[src/rtl/pipe_ctrl_pkg.sv]
// Shared opcode constants, load-opcode list and controller state encodings.
package pipe_ctrl_pkg;

  localparam int unsigned OP_W  = 6;
  localparam int unsigned REG_W = 5;

  localparam logic [OP_W-1:0] OP_SPECIAL = 6'h00;
  localparam logic [OP_W-1:0] OP_ADDI    = 6'h08;
  localparam logic [OP_W-1:0] OP_LB      = 6'h20;
  localparam logic [OP_W-1:0] OP_LH      = 6'h21;
  localparam logic [OP_W-1:0] OP_LW      = 6'h23;
  localparam logic [OP_W-1:0] OP_LBU     = 6'h24;
  localparam logic [OP_W-1:0] OP_LHU     = 6'h25;
  localparam logic [OP_W-1:0] OP_SW      = 6'h2b;

  typedef enum logic [1:0] {
    ST_INIT     = 2'd0,
    ST_RUN      = 2'd1,
    ST_MEM_WAIT = 2'd2
  } state_t;

  // True for every opcode whose result only exists after the Memory stage.
  function automatic logic is_load(input logic [OP_W-1:0] op);
    case (op)
      OP_LB, OP_LH, OP_LW, OP_LBU, OP_LHU: is_load = 1'b1;
      default:                             is_load = 1'b0;
    endcase
  endfunction

endpackage

[src/rtl/pipe_ctrl_if.sv]
// Hazard-control bundle between the pipeline datapath and pipe_ctrl.
interface pipe_ctrl_if;
  import pipe_ctrl_pkg::*;

  logic [REG_W-1:0] D_srcA;
  logic [REG_W-1:0] D_srcB;
  logic             D_md_use;
  logic [OP_W-1:0]  E_op;
  logic [REG_W-1:0] E_dstM;
  logic             E_mispredict;
  logic             E_md_start;
  logic             E_md_div;
  logic             M_mem_req;
  logic             dmem_ready;

  logic             F_stall;
  logic             D_stall;
  logic             E_stall;
  logic             M_stall;
  logic             D_bubble;
  logic             E_bubble;
  logic             M_bubble;
  logic             W_bubble;
  logic             md_busy;
  logic             mem_err;

  modport master (
    output D_srcA, D_srcB, D_md_use, E_op, E_dstM, E_mispredict,
           E_md_start, E_md_div, M_mem_req, dmem_ready,
    input  F_stall, D_stall, E_stall, M_stall,
           D_bubble, E_bubble, M_bubble, W_bubble, md_busy, mem_err
  );

  modport slave (
    input  D_srcA, D_srcB, D_md_use, E_op, E_dstM, E_mispredict,
           E_md_start, E_md_div, M_mem_req, dmem_ready,
    output F_stall, D_stall, E_stall, M_stall,
           D_bubble, E_bubble, M_bubble, W_bubble, md_busy, mem_err
  );

endinterface

[src/rtl/md_timer.sv]
// Multiply/divide latency counter: loads a latency, counts down to zero.
module md_timer #(
  parameter int unsigned CNT_W = 6
) (
  input  logic             clk,
  input  logic             rst_n,
  input  logic             load,
  input  logic [CNT_W-1:0] latency,
  output logic             busy
);

  logic [CNT_W-1:0] cnt_q;

  // Reload on start, otherwise count down every cycle regardless of stalls.
  always_ff @(posedge clk or negedge rst_n) begin
    if (!rst_n) begin
      cnt_q <= '0;
    end else if (load) begin
      cnt_q <= latency;
    end else if (cnt_q != '0) begin
      cnt_q <= cnt_q - CNT_W'(1);
    end
  end

  assign busy = (cnt_q != '0);

endmodule

[src/rtl/pipe_ctrl.sv]
// Pipeline hazard controller: stall/bubble generation for memory waits,
// mispredicts, load-use and multiply/divide hazards.
module pipe_ctrl
  import pipe_ctrl_pkg::*;
#(
  parameter int unsigned MUL_CYCLES  = 5,
  parameter int unsigned DIV_CYCLES  = 33,
  parameter int unsigned MEM_TIMEOUT = 255
) (
  input  logic       clk,
  input  logic       rst_n,
  pipe_ctrl_if.slave bus
);

  localparam int unsigned MD_MAX = (MUL_CYCLES > DIV_CYCLES) ? MUL_CYCLES : DIV_CYCLES;
  localparam int unsigned MD_W   = $clog2(MD_MAX + 1);
  localparam int unsigned WAIT_W = $clog2(MEM_TIMEOUT + 1);

  state_t            state_q, state_d;
  logic [WAIT_W-1:0] wait_cnt_q;
  logic              mem_err_q;

  logic wait_start_c, wait_inc_c, wait_clr_c, err_set_c, free_c;
  logic f_stall_c, d_stall_c, e_stall_c, m_stall_c;
  logic d_bubble_c, e_bubble_c, m_bubble_c, w_bubble_c;
  logic load_use_c, md_haz_c, mem_pend_c, timeout_c, md_load_c, md_busy;
  logic [MD_W-1:0] md_latency_c;

  // Hazard detection on the current Decode/Execute/Memory contents.
  assign load_use_c = is_load(bus.E_op) && (bus.E_dstM != '0) &&
                      ((bus.E_dstM == bus.D_srcA) || (bus.E_dstM == bus.D_srcB));
  assign md_haz_c   = bus.D_md_use && (md_busy || bus.E_md_start);
  assign mem_pend_c = bus.M_mem_req && !bus.dmem_ready;
  assign timeout_c  = (wait_cnt_q == WAIT_W'(MEM_TIMEOUT));

  // State register.
  always_ff @(posedge clk or negedge rst_n) begin
    if (!rst_n) begin
      state_q <= ST_INIT;
    end else begin
      state_q <= state_d;
    end
  end

  // Next state and stall/bubble outputs; memory wait outranks everything,
  // mispredict outranks the Decode-side hazards.
  always_comb begin
    state_d      = state_q;
    f_stall_c    = 1'b0;
    d_stall_c    = 1'b0;
    e_stall_c    = 1'b0;
    m_stall_c    = 1'b0;
    d_bubble_c   = 1'b0;
    e_bubble_c   = 1'b0;
    m_bubble_c   = 1'b0;
    w_bubble_c   = 1'b0;
    wait_start_c = 1'b0;
    wait_inc_c   = 1'b0;
    wait_clr_c   = 1'b0;
    err_set_c    = 1'b0;
    free_c       = 1'b0;

    case (state_q)
      ST_INIT: begin
        // Pipeline registers have no reset: flush them once.
        d_bubble_c = 1'b1;
        e_bubble_c = 1'b1;
        m_bubble_c = 1'b1;
        w_bubble_c = 1'b1;
        wait_clr_c = 1'b1;
        state_d    = ST_RUN;
      end
      ST_RUN: begin
        if (mem_pend_c) begin
          f_stall_c    = 1'b1;
          d_stall_c    = 1'b1;
          e_stall_c    = 1'b1;
          m_stall_c    = 1'b1;
          w_bubble_c   = 1'b1;
          wait_start_c = 1'b1;
          state_d      = ST_MEM_WAIT;
        end else begin
          free_c = 1'b1;
        end
      end
      ST_MEM_WAIT: begin
        if (mem_pend_c && !timeout_c) begin
          f_stall_c  = 1'b1;
          d_stall_c  = 1'b1;
          e_stall_c  = 1'b1;
          m_stall_c  = 1'b1;
          w_bubble_c = 1'b1;
          wait_inc_c = 1'b1;
        end else begin
          // Ready or timed out: release this cycle.
          err_set_c  = mem_pend_c;
          wait_clr_c = 1'b1;
          free_c     = 1'b1;
          state_d    = ST_RUN;
        end
      end
      default: begin
        state_d = ST_INIT;
      end
    endcase

    if (free_c) begin
      if (bus.E_mispredict) begin
        d_bubble_c = 1'b1;
        e_bubble_c = 1'b1;
      end else if (load_use_c || md_haz_c) begin
        f_stall_c  = 1'b1;
        d_stall_c  = 1'b1;
        e_bubble_c = 1'b1;
      end
    end
  end

  // Memory-wait cycle counter; the entry cycle counts as the first wait.
  always_ff @(posedge clk or negedge rst_n) begin
    if (!rst_n) begin
      wait_cnt_q <= '0;
    end else if (wait_clr_c) begin
      wait_cnt_q <= '0;
    end else if (wait_start_c) begin
      wait_cnt_q <= WAIT_W'(1);
    end else if (wait_inc_c) begin
      wait_cnt_q <= wait_cnt_q + WAIT_W'(1);
    end
  end

  // Sticky memory-timeout flag.
  always_ff @(posedge clk or negedge rst_n) begin
    if (!rst_n) begin
      mem_err_q <= 1'b0;
    end else if (err_set_c) begin
      mem_err_q <= 1'b1;
    end
  end

  // Start only when the Execute instruction really advances.
  assign md_load_c    = bus.E_md_start && !e_stall_c && (state_q != ST_INIT);
  assign md_latency_c = bus.E_md_div ? MD_W'(DIV_CYCLES) : MD_W'(MUL_CYCLES);

  md_timer #(
    .CNT_W(MD_W)
  ) u_md_timer (
    .clk     (clk),
    .rst_n   (rst_n),
    .load    (md_load_c),
    .latency (md_latency_c),
    .busy    (md_busy)
  );

  assign bus.F_stall  = f_stall_c;
  assign bus.D_stall  = d_stall_c;
  assign bus.E_stall  = e_stall_c;
  assign bus.M_stall  = m_stall_c;
  assign bus.D_bubble = d_bubble_c;
  assign bus.E_bubble = e_bubble_c;
  assign bus.M_bubble = m_bubble_c;
  assign bus.W_bubble = w_bubble_c;
  assign bus.md_busy  = md_busy;
  assign bus.mem_err  = mem_err_q;

endmodule
[src/flat_wrapper.sv]
// flat-port wrapper written by rule: the top's interface ports become plain ports
module pipe_ctrl_flat import pipe_ctrl_pkg::*;
#(
  parameter int unsigned MUL_CYCLES  = 5,
  parameter int unsigned DIV_CYCLES  = 33,
  parameter int unsigned MEM_TIMEOUT = 255
)
  (clk, rst_n, bus_D_srcA, bus_D_srcB, bus_D_md_use, bus_E_op, bus_E_dstM, bus_E_mispredict, bus_E_md_start, bus_E_md_div, bus_M_mem_req, bus_dmem_ready, bus_F_stall, bus_D_stall, bus_E_stall, bus_M_stall, bus_D_bubble, bus_E_bubble, bus_M_bubble, bus_W_bubble, bus_md_busy, bus_mem_err);
  pipe_ctrl_if bus_i ();
  input  logic clk;
  input  logic rst_n;
  input wire logic [$bits(bus_i.D_srcA)-1:0] bus_D_srcA;
  input wire logic [$bits(bus_i.D_srcB)-1:0] bus_D_srcB;
  input wire logic [$bits(bus_i.D_md_use)-1:0] bus_D_md_use;
  input wire logic [$bits(bus_i.E_op)-1:0] bus_E_op;
  input wire logic [$bits(bus_i.E_dstM)-1:0] bus_E_dstM;
  input wire logic [$bits(bus_i.E_mispredict)-1:0] bus_E_mispredict;
  input wire logic [$bits(bus_i.E_md_start)-1:0] bus_E_md_start;
  input wire logic [$bits(bus_i.E_md_div)-1:0] bus_E_md_div;
  input wire logic [$bits(bus_i.M_mem_req)-1:0] bus_M_mem_req;
  input wire logic [$bits(bus_i.dmem_ready)-1:0] bus_dmem_ready;
  output wire logic [$bits(bus_i.F_stall)-1:0] bus_F_stall;
  output wire logic [$bits(bus_i.D_stall)-1:0] bus_D_stall;
  output wire logic [$bits(bus_i.E_stall)-1:0] bus_E_stall;
  output wire logic [$bits(bus_i.M_stall)-1:0] bus_M_stall;
  output wire logic [$bits(bus_i.D_bubble)-1:0] bus_D_bubble;
  output wire logic [$bits(bus_i.E_bubble)-1:0] bus_E_bubble;
  output wire logic [$bits(bus_i.M_bubble)-1:0] bus_M_bubble;
  output wire logic [$bits(bus_i.W_bubble)-1:0] bus_W_bubble;
  output wire logic [$bits(bus_i.md_busy)-1:0] bus_md_busy;
  output wire logic [$bits(bus_i.mem_err)-1:0] bus_mem_err;
  assign bus_i.D_srcA = bus_D_srcA;
  assign bus_i.D_srcB = bus_D_srcB;
  assign bus_i.D_md_use = bus_D_md_use;
  assign bus_i.E_op = bus_E_op;
  assign bus_i.E_dstM = bus_E_dstM;
  assign bus_i.E_mispredict = bus_E_mispredict;
  assign bus_i.E_md_start = bus_E_md_start;
  assign bus_i.E_md_div = bus_E_md_div;
  assign bus_i.M_mem_req = bus_M_mem_req;
  assign bus_i.dmem_ready = bus_dmem_ready;
  assign bus_F_stall = bus_i.F_stall;
  assign bus_D_stall = bus_i.D_stall;
  assign bus_E_stall = bus_i.E_stall;
  assign bus_M_stall = bus_i.M_stall;
  assign bus_D_bubble = bus_i.D_bubble;
  assign bus_E_bubble = bus_i.E_bubble;
  assign bus_M_bubble = bus_i.M_bubble;
  assign bus_W_bubble = bus_i.W_bubble;
  assign bus_md_busy = bus_i.md_busy;
  assign bus_mem_err = bus_i.mem_err;
  pipe_ctrl #(.MUL_CYCLES(MUL_CYCLES), .DIV_CYCLES(DIV_CYCLES), .MEM_TIMEOUT(MEM_TIMEOUT)) u_core (.clk(clk), .rst_n(rst_n), .bus(bus_i));
endmodule
[config.mk]
export PLATFORM = sky130hd
export DESIGN_NAME = pipe_ctrl_flat
export DESIGN_NICKNAME = d
export VERILOG_FILES = /design/src/rtl/pipe_ctrl_pkg.sv /design/src/rtl/pipe_ctrl_if.sv /design/src/rtl/md_timer.sv /design/src/rtl/pipe_ctrl.sv /design/src/flat_wrapper.sv
export SDC_FILE = /design/constraint.sdc
export NUM_CORES = 1
export LEC_CHECK = 0
export CORE_AREA = 2 2 59 61
export CTS_BUF_LIST = sky130_fd_sc_hd__clkbuf_16
export DETAILED_ROUTE_END_ITERATION = 16
export DIE_AREA = 0 0 61 63
export PLACE_DENSITY = 0.79
export SLEW_MARGIN = 20
export SYNTH_ARGS = -nofsm -noshare
export SYNTH_HDL_FRONTEND = slang
export SYNTH_SLANG_ARGS = --single-unit
[constraint.sdc]
create_clock -name clk -period 4.1 [get_ports clk]
set_input_delay 0.82 -clock clk [delete_from_list [all_inputs] [get_ports clk]]
set_output_delay 0.82 -clock clk [all_outputs]
set_load 0.1 [all_outputs]
# Yosys cells after proc, flatten, opt, wreduce, memory -nomap -nowiden
# Index checks and enable logic that the tools add are counted.
# W data, S select, Z words.
[word_totals]
reg_bits = 17
input_bits = 29
wordCells = 70
[op_classes]
n_addsub = 2
n_eq_ne = 12
muxes = 31
reduce_logical = 21
[ops]
columns = ["cell", "n"]
rows = [
  ["$eq A6 B6 Y1 const B", 5],
  ["$mux W8", 3],
  ["$mux W1", 18],
  ["$mux W6", 3],
  ["$eq A5 B5 Y1", 2],
  ["$add A8 B1 Y8 const B", 1],
  ["$eq A8 B8 Y1 const B", 1],
  ["$logic_and A1 B1 Y1", 7],
  ["$pmux W1 S2", 3],
  ["$pmux W2 S3", 1],
  ["$reduce_bool A6 Y1", 1],
  ["$sub A6 B1 Y6 const B", 1],
  ["$reduce_bool A5 Y1", 1],
  ["$reduce_or A5 Y1", 1],
  ["$mux W2", 2],
  ["$reduce_bool A2 Y1", 2],
  ["$logic_not A1 Y1", 3],
  ["$logic_or A1 B1 Y1", 3],
  ["$pmux W1 S3", 1],
  ["$reduce_bool A3 Y1", 1],
  ["$eq A2 B1 Y1 const B", 1],
  ["$eq A2 B2 Y1 const B", 1],
  ["$logic_not A2 Y1", 1],
  ["$ne A2 B1 Y1 const B", 1],
  ["2 further kinds", 2],
]

# Longest topological paths before layout
# Gate-level depths: netlist of the first run.
[depth]
depth_word = 9
depth_mapped = 9
depth_no_buf = 8

# By module
# From an unflattened synthesis of the first run, not the netlist that was laid out.
[unflattened]
hier_cells = 153
hier_area_um2 = 1343.8
[modules_own_cells]
columns = ["mod", "instances", "cells_each", "area_each_um2", "seq_area_each_um2"]
rows = [
  ["pipe_ctrl", 1, 113, 959.7, 275.3],
  ["md_timer", 1, 40, 384.1, 150.1],
]

# Least setup slack after synthesis of the first run
# OpenSTA, ideal clock, no wires.
[synth_timing]
path_type = "input port to output port"
start = "in bus_M_mem_req"
end = "out bus_F_stall"
arrival_time_ns = 3.148
required_ns = 3.280
path_slack_ns = 0.132
path_stages = 5
cell_sequence = "nor2b_1 -> o211ai_2 -> a21boi_2 -> a31o_2 -> buf_4"
[synth_via]
elab_chain_cells = 7
elab_cells_between_ends = 11
[synth_lines]
columns = ["element", "line_no", "text"]
rows = [
  ["start, declared", "flat_wrapper.sv:20", "input wire logic [$bits(bus_i.M_mem_req)-1:0] bus_M_mem_req;"],
  ["$logic_and A1 B1 Y1 *", "pipe_ctrl.sv:33", "assign mem_pend_c = bus.M_mem_req && !bus.dmem_ready;"],
  ["$logic_and A1 B1 Y1", "pipe_ctrl.sv:87", "if (mem_pend_c && !timeout_c) begin"],
  ["$mux W1", "--", ""],
  ["$pmux W1 S2 *", "--", ""],
  ["named net bus_E_stall", "flat_wrapper.sv:24", "output wire logic [$bits(bus_i.E_stall)-1:0] bus_E_stall;"],
  ["$mux W1", "pipe_ctrl.sv:111", "end else if (load_use_c || md_haz_c) begin"],
  ["$mux W1", "pipe_ctrl.sv:108", "if (bus.E_mispredict) begin"],
  ["$mux W1 *", "pipe_ctrl.sv:107", "if (free_c) begin"],
  ["end, declared", "flat_wrapper.sv:22", "output wire logic [$bits(bus_i.F_stall)-1:0] bus_F_stall;"],
]
# The timed path passes the listed nets; every way through them passes the cells marked *.

# Worst setup path in the final report of the first run
[layout_timing]
start = "in bus_E_dstM[0]"
end = "out bus_F_stall"
[layout_via]
elab_chain_cells = 7
elab_cells_between_ends = 10
[layout_lines]
columns = ["element", "line_no", "text"]
rows = [
  ["start, declared", "flat_wrapper.sv:16", "input wire logic [$bits(bus_i.E_dstM)-1:0] bus_E_dstM;"],
  ["$eq A5 B5 Y1 or $reduce_bool A5 Y1 (tied branches)", "pipe_ctrl.sv:31, pipe_ctrl.sv:30", ""],
  ["$logic_or A1 B1 Y1 or $logic_and A1 B1 Y1 (tied branches)", "pipe_ctrl.sv:31, pipe_ctrl.sv:30", ""],
  ["$logic_and A1 B1 Y1 *", "pipe_ctrl.sv:30", "assign load_use_c = is_load(bus.E_op) && (bus.E_dstM != '0) &&"],
  ["$logic_or A1 B1 Y1 *", "pipe_ctrl.sv:111", ""],
  ["$mux W1 *", "pipe_ctrl.sv:111", ""],
  ["$mux W1 *", "pipe_ctrl.sv:108", ""],
  ["$mux W1 *", "pipe_ctrl.sv:107", ""],
]
# Every way passes the cells marked *; elsewhere a longest branch is shown, timed or not.

==> results.ini, run 1 <==
[pwr]
leakage_uw=0.000770
pwr-share-seq_pct=20.3
clkPwrFrac_pct=15.7
switchingPower_uw=661
internal-power_uw=599
p_per_area_mw_per_mm2=724
peakVddDrop_mv=0.818
switching_share_pct=52.5
power_frac_comb_pct=64.0

[worst_setup_path]
crit_chain=clkdlybuf4s50_1, or4_1, o211ai_1, o21ai_0, a31o_2, buf_12
cp-end-kind=primary output
cp_top_family=buffers and inverters
start_kind=primary input
cpPeakStageDelay_ns=0.53
cp.arrival_ns=2.62
worstSetupPathType=in2out
worst-path-buf-inv=2
crit_slowest_cell=or4_1
cp_max_fo=3
cp.required_ns=3.28

[detailed_routing]
ant_nets=0
dr_total_vias=1104
viasPerCell=5.04
drt_first_pass_iters=4
wire_per_inst_um=12.6
drtIter0Drc=12
totalWireLength_mm=2.76
remaining_drc_errors=0

[clocking]
cts.clk_slew.worst_paths_ns=0.05
insertion_delay_ns=0.25
cts_tree=done
clock_path_buffers=2
cts_root_buf=clkbuf_16
ctsHoldBuffers=0
clkSinkCount=17
cts_buffers=3
ctsResizeCount=0
cts_setup_buffers=0
h-tree-depth=1

[min_path]
min_path_type=reg2reg

[timing]
slew_viol_final=0
finalSetupTns_ns=0
hold_ws_ns=0.492
worst_slew_pin_slew_ns=0.979
post-route-min-period_ns=3.44
max-slew-margin-rel_pct=34.5
setup_viol=0
clock_skew_ns=0.00244
period_share_pct=83.8
fmax_mhz=291
rsz0062_at_grt=false
hold_viol=0
fin_ws_ns=0.665

[global_route]
grt_max_degree=18
antenna_found_initial=0
grt.total_usage_pct=16.3
overflow=0
grt_first_pass_wirelength_mm=4.80
grt_pass1_vias=1135

[floorplan]
design.die.area_sq_mm=0.00384
start_util_pct=38.2
coreArea_sq_mm=0.00323
dieHeight_um=63
rows=21
io-pin-count=39
die_w_um=61

[yosys]
synth_nets=171
synth-seq-cells=17
synth-edff-count=0
syn_avg_cell_area_sq_um=9.28
yosys-top-cells-area=dfrtp_1 (34%), xor2_1 (11%), ha_1 (9.1%)
synth_top_flop_cell=dfrtp_1
yosysUniqueCellTypes=39
mappedNetlistArea_sq_mm=0.00123
yosys.area.top_type=dfrtp_1
seq_area_frac_synth_pct=34.5
netlist.area_leader.share_pct=34.5
ys_warn_count=0
synthCells=133
async_flop_share_pct=100

[cells_and_area]
drive_gt1_share_pct=13.9
final_area_sq_mm=0.00174
fillers=285
areaGrowthSynthToFinish_pct=41.0
diodes=0
num-nets-final=212

[outcome]
status=finished, final reports clean

[place]
place_area_sq_mm=0.00166
io_buffers=38
place_ws_ns=0.648
place.gp.congestion=0.800
dp_hpwl_mm=2.21

[flow_run]
drv_cap=0

[routing by layer]
| layer | vias to the layer above | wire length (um) | GRT usage (%) |
|---|---|---|---|
| met3 | 4 | 161 | 2.90 |
| li1 | 539 | - | - |
| met1 | 519 | 1120 | 19.0 |
| met2 | 42 | 1440 | 28.4 |
| met5 | - | 0 | 0 |
| met4 | 0 | 46 | 6.52 |
[path summary, 6_finish.rpt]
path                                                      from                                     end  slack, ns  depth (start not counted)
worst max-delay path                             bus_E_dstM[0]                             bus_F_stall       0.66                          6
worst min-delay path            u_core.bus.mem_err$_DFFE_PN0P_          u_core.bus.mem_err$_DFFE_PN0P_       0.49                          1
worst max register to register   u_core.state_q[1]$_DFFE_PN0P_  u_core.u_md_timer.cnt_q[5]$_DFFE_PN0P_       2.18                          6
worst min register to register  u_core.bus.mem_err$_DFFE_PN0P_          u_core.bus.mem_err$_DFFE_PN0P_       0.49                          1
max in group asynchronous                                rst_n  u_core.u_md_timer.cnt_q[3]$_DFFE_PN0P_       2.56                          1
min in group asynchronous                                rst_n        u_core.wait_cnt_q[5]$_DFFE_PN0P_       1.04                          1
[kinds of logic after synthesis]
| logic type | synth area share, % |
|---|---|
| simple gates | 21.3 |
| compound gates | 14.0 |
| xor+xnor | 14.2 |
| flops | 34.5 |
| buf+inv | 3.95 |
| fa+ha+maj | 9.13 |
| mux | 2.94 |
[state kept, by name, summed over array words and instances (netlist names)]
register,cells
u_core.wait_cnt_q,8
u_core.u_md_timer.cnt_q,6
u_core.state_q,2
u_core.bus.mem_err,1
[power groups by stage]
stage | registers [uW] | clock network, uW | logic, uW
3_5_place_dp | 259 | 0 | 806
3_3_place_gp | 255 | 0 | 786
5_1_grt | 263 | 208 | 860
4_1_cts | 257 | 200 | 810
2_1_floorplan | 248 | 0 | 632
6_report | 256 | 198 | 806
[per-stage QoR]
step | total power, uW | util [%] | instances
2_1_floorplan | 879 | - | 133
6_report | 1260 | 53.8 | 219
5_1_grt | 1330 | 53.8 | 219
4_1_cts | 1270 | 53.8 | 219
3_3_place_gp | 1040 | 51.3 | 215
3_5_place_dp | 1070 | 51.3 | 215
[layout by cell type (no fill, tap or decap), types with 7 or more instances in the layout]
cell	netlist	final
dfrtp_1	17	17
buf_4	2	7
clkdlybuf4s50_1	0	29
nor2_1	16	16
xor2_1	15	15
inv_1	8	8
ha_1	9	9
nand2_1	10	10
[final cells by class]
cell class	count	area, sq um	share of cell area, %
sequential	17	425	24.5
multi-input combinational	105	759	43.7
clock inverter	1	5.00	0.288
tap	46	57.6	3.31
timing repair buffer	38	383	22.0
inverter	9	33.8	1.94
clock buffer	3	75.1	4.32
[synth_stat cells (2+ instances only)]
cell type and instances:
dfrtp_1 17, nor2_1 16, xor2_1 15, nand2_1 10, ha_1 9, inv_1 8
nand3_1 5, nor3_1 5, o21ai_0 5, xnor2_1 5, a21o_1 3, a21oi_1 3
nand2b_1 3, a31o_2 2, buf_4 2, o211ai_1 2
Power figures use the tool's default switching activity.
==> run 2, diff against run 1 <==
Settings changed: PLACE_DENSITY 0.79 to 0.81.
Clock period 4.1 ns to 3.15 ns, I/O delays scaled along.
==> run 2 against run 1 <==
First-iteration DRC count fell by 25%. Global-route usage fell by 0.36 points. Power rose by 40%. Sequential share of layout area fell by 1.4 points. Final area rose by 6.0%. Count of clock-buffer cells in the layout did not move. Combinational power rose by 46%. Wire length fell by 0.76%. Cell count rose by 1.4%. Flip-flop and latch count did not move. Worst hold slack got worse by 0.014 ns. Core utilization rose by 3.2 points. Critical path type unchanged. Highest routed layer unchanged.
==> results.ini, run 2 (synthesis results as in run 1) <==
[outcome]
status=finished, final reports clean  ; unchanged

[place]
place.gp.congestion=0.744  ; was 0.800
place_ws_ns=0.0760  ; was 0.648 ns
place_area_sq_mm=0.00176  ; was 0.00166 sq mm
io_buffers=38  ; unchanged
dp_hpwl_mm=2.27  ; was 2.21 mm

[cells_and_area]
reg.largest.list=u_core.wait_cnt_q (8), u_core.u_md_timer.cnt_q (6), u_core.state_q (2)  ; unchanged
largest_reg_flops=8  ; unchanged
areaGrowthSynthToFinish_pct=49.4  ; was 41.0%
layout_common_cells=clkdlybuf4s50_1 (28), dfrtp_1 (17), nor2_1 (16), xor2_1 (15), nand2_1 (10)  ; was clkdlybuf4s50_1 (29), dfrtp_1 (17), nor2_1 (16), xor2_1 (15), nand2_1 (10)
diodes=0  ; unchanged
num-nets-final=215  ; was 212
top_register=u_core.wait_cnt_q  ; unchanged
utilization_pct=57.0  ; was 53.8%
fillers=271  ; was 285
final_area_sq_mm=0.00184  ; was 0.00174 sq mm
layout_commonest_cell=clkdlybuf4s50_1  ; unchanged
drive_gt1_share_pct=15.9  ; was 13.9%

[timing]
max-slew-margin-rel_pct=49.6  ; was 34.5%
hold_viol=0  ; unchanged
rsz0062_at_grt=false  ; unchanged
worst_slew_pin_slew_ns=0.754  ; was 0.979 ns
post-route-min-period_ns=3.08
fin_ws_ns=0.0694  ; was 0.665 ns
slew_viol_final=0  ; unchanged
clock_skew_ns=0.00170  ; was 0.00244 ns
setup_viol=0  ; unchanged
hold_ws_ns=0.479  ; was 0.492 ns
period_share_pct=97.8
fmax_mhz=325

[floorplan]
design.die.area_sq_mm=0.00384  ; unchanged
dieHeight_um=63  ; unchanged
coreArea_sq_mm=0.00323  ; unchanged
die_w_um=61  ; unchanged
start_util_pct=38.2  ; unchanged
rows=21  ; unchanged
io-pin-count=39  ; unchanged

[global_route]
grt_first_pass_wirelength_mm=4.70  ; was 4.80 mm
antenna_found_initial=0  ; unchanged
grt_max_degree=18  ; unchanged
grt.total_usage_pct=15.9  ; was 16.3%
overflow=0  ; unchanged
grt_pass1_vias=1163  ; was 1,135

[clocking]
cts.clk_slew.worst_paths_ns=0.05  ; about the same
ctsResizeCount=0  ; unchanged
cts_setup_buffers=0  ; unchanged
insertion_delay_ns=0.25  ; about the same
clkSinkCount=17  ; unchanged
cts_buffers=3  ; unchanged
ctsHoldBuffers=0  ; unchanged
clock_path_buffers=2  ; unchanged
cts_tree=done  ; unchanged
cts_root_buf=clkbuf_16  ; unchanged
h-tree-depth=1  ; unchanged

[worst_setup_path]
cp_max_fo=3  ; unchanged
worstSetupPathType=in2out  ; unchanged
cpPeakStageDelay_ns=0.53  ; about the same
cp_common_cell=o211ai_1
startpoint=bus_E_dstM[3]  ; was bus_E_dstM[0]
cp-end-kind=primary output  ; unchanged
cp_top_family=buffers and inverters  ; unchanged
crit_slowest_cell=or4_1  ; unchanged
timing.rr.start=u_core.state_q[1]$_DFFE_PN0P_  ; unchanged
crit_chain=clkdlybuf4s50_1, or4_1, o211ai_1, buf_4, o211ai_1, a21o_1, buf_12  ; was clkdlybuf4s50_1, or4_1, o211ai_1, o21ai_0, a31o_2, buf_12
worst-path-buf-inv=3  ; was 2
start_kind=primary input  ; unchanged
cp.arrival_ns=2.45  ; was 2.62 ns
cp.required_ns=2.52  ; was 3.28 ns

[min_path]
min_path_type=reg2reg  ; unchanged
hold_start=u_core.bus.mem_err$_DFFE_PN0P_  ; unchanged

[pwr]
p_per_area_mw_per_mm2=960  ; was 724 mW/mm^2
leakage_uw=0.000815  ; was 0.000770 uW
peakVddDrop_mv=1.10  ; was 0.818 mV
power.total_uw=1770  ; was 1260 uW

[flow_run]
drv_cap=0  ; unchanged

[detailed_routing]
drtIter0Drc=9  ; was 12
drt_first_pass_iters=4  ; unchanged
dr_total_vias=1084  ; was 1,104
remaining_drc_errors=0  ; unchanged
ant_nets=0  ; unchanged
wire_per_inst_um=12.4  ; was 12.6 um
totalWireLength_mm=2.74  ; was 2.76 mm
viasPerCell=4.88  ; was 5.04

-- run 2: cell count changes in the layout (fill, tap and decap cells not counted) --
cell,delta
a21boi_2,-1
a21boi_4,+1
a31o_2,-1
a31o_4,+1
a31oi_1,-1
a31oi_2,+1
buf_12,+5
buf_4,-1
clkdlybuf4s50_1,-1
clkinv_2,-1
inv_1,+1
-- run 2: layout make-up --
| cell class | instances | area [sq um] | area share [%] |
|---|---|---|---|
| clock buffer | 3 | 75.1 | 4.07 |
| clock inverter | 1 | 3.75 | 0.204 |
| inverter | 9 | 33.8 | 1.83 |
| multi-input combinational | 105 | 782 | 42.4 |
| sequential | 17 | 425 | 23.1 |
| tap | 46 | 57.6 | 3.12 |
| timing repair buffer | 41 | 465 | 25.3 |
-- run 2: worst paths after layout --
kind | slack [ns] | end | cells after the start
max in group asynchronous | 1.85 | u_core.wait_cnt_q[0]$_DFFE_PN0P_ | 1
worst min register to register | 0.48 | u_core.bus.mem_err$_DFFE_PN0P_ | 1
worst min-delay path | 0.48 | u_core.bus.mem_err$_DFFE_PN0P_ | 1
worst max register to register | 1.23 | u_core.wait_cnt_q[6]$_DFFE_PN0P_ | 7
worst max-delay path | 0.07 | bus_E_bubble | 7
min in group asynchronous | 0.83 | u_core.wait_cnt_q[7]$_DFFE_PN0P_ | 1
-- run 2: where the power goes --
part	internal, uW	switching [uW]
Clock	169	84.5
Combinational	437	745
Sequential	279	54.6
-- run 2: stage by stage --
step	cells	setup TNS (ns)
after floorplan	133	-0.0368
after global placement	217	0
after detailed placement	217	0
after CTS	221	0
after global routing	222	0
final	222	0
-- run 2: layer usage --
metal  track usage (%)  share of wire, %  vias up
met2              27.6                49       38
li1                  -                 -      541
met1              17.9                43      501
met5                 0                 0        -
met4              7.07               1.6        0
met3              3.73               6.0        4
==> run 3, diff against run 2 <==
Settings changed: CAP_MARGIN from default to 30.
==> results of run 3 <==
The final DEF is identical to that of run 2; final timing and power are the same.
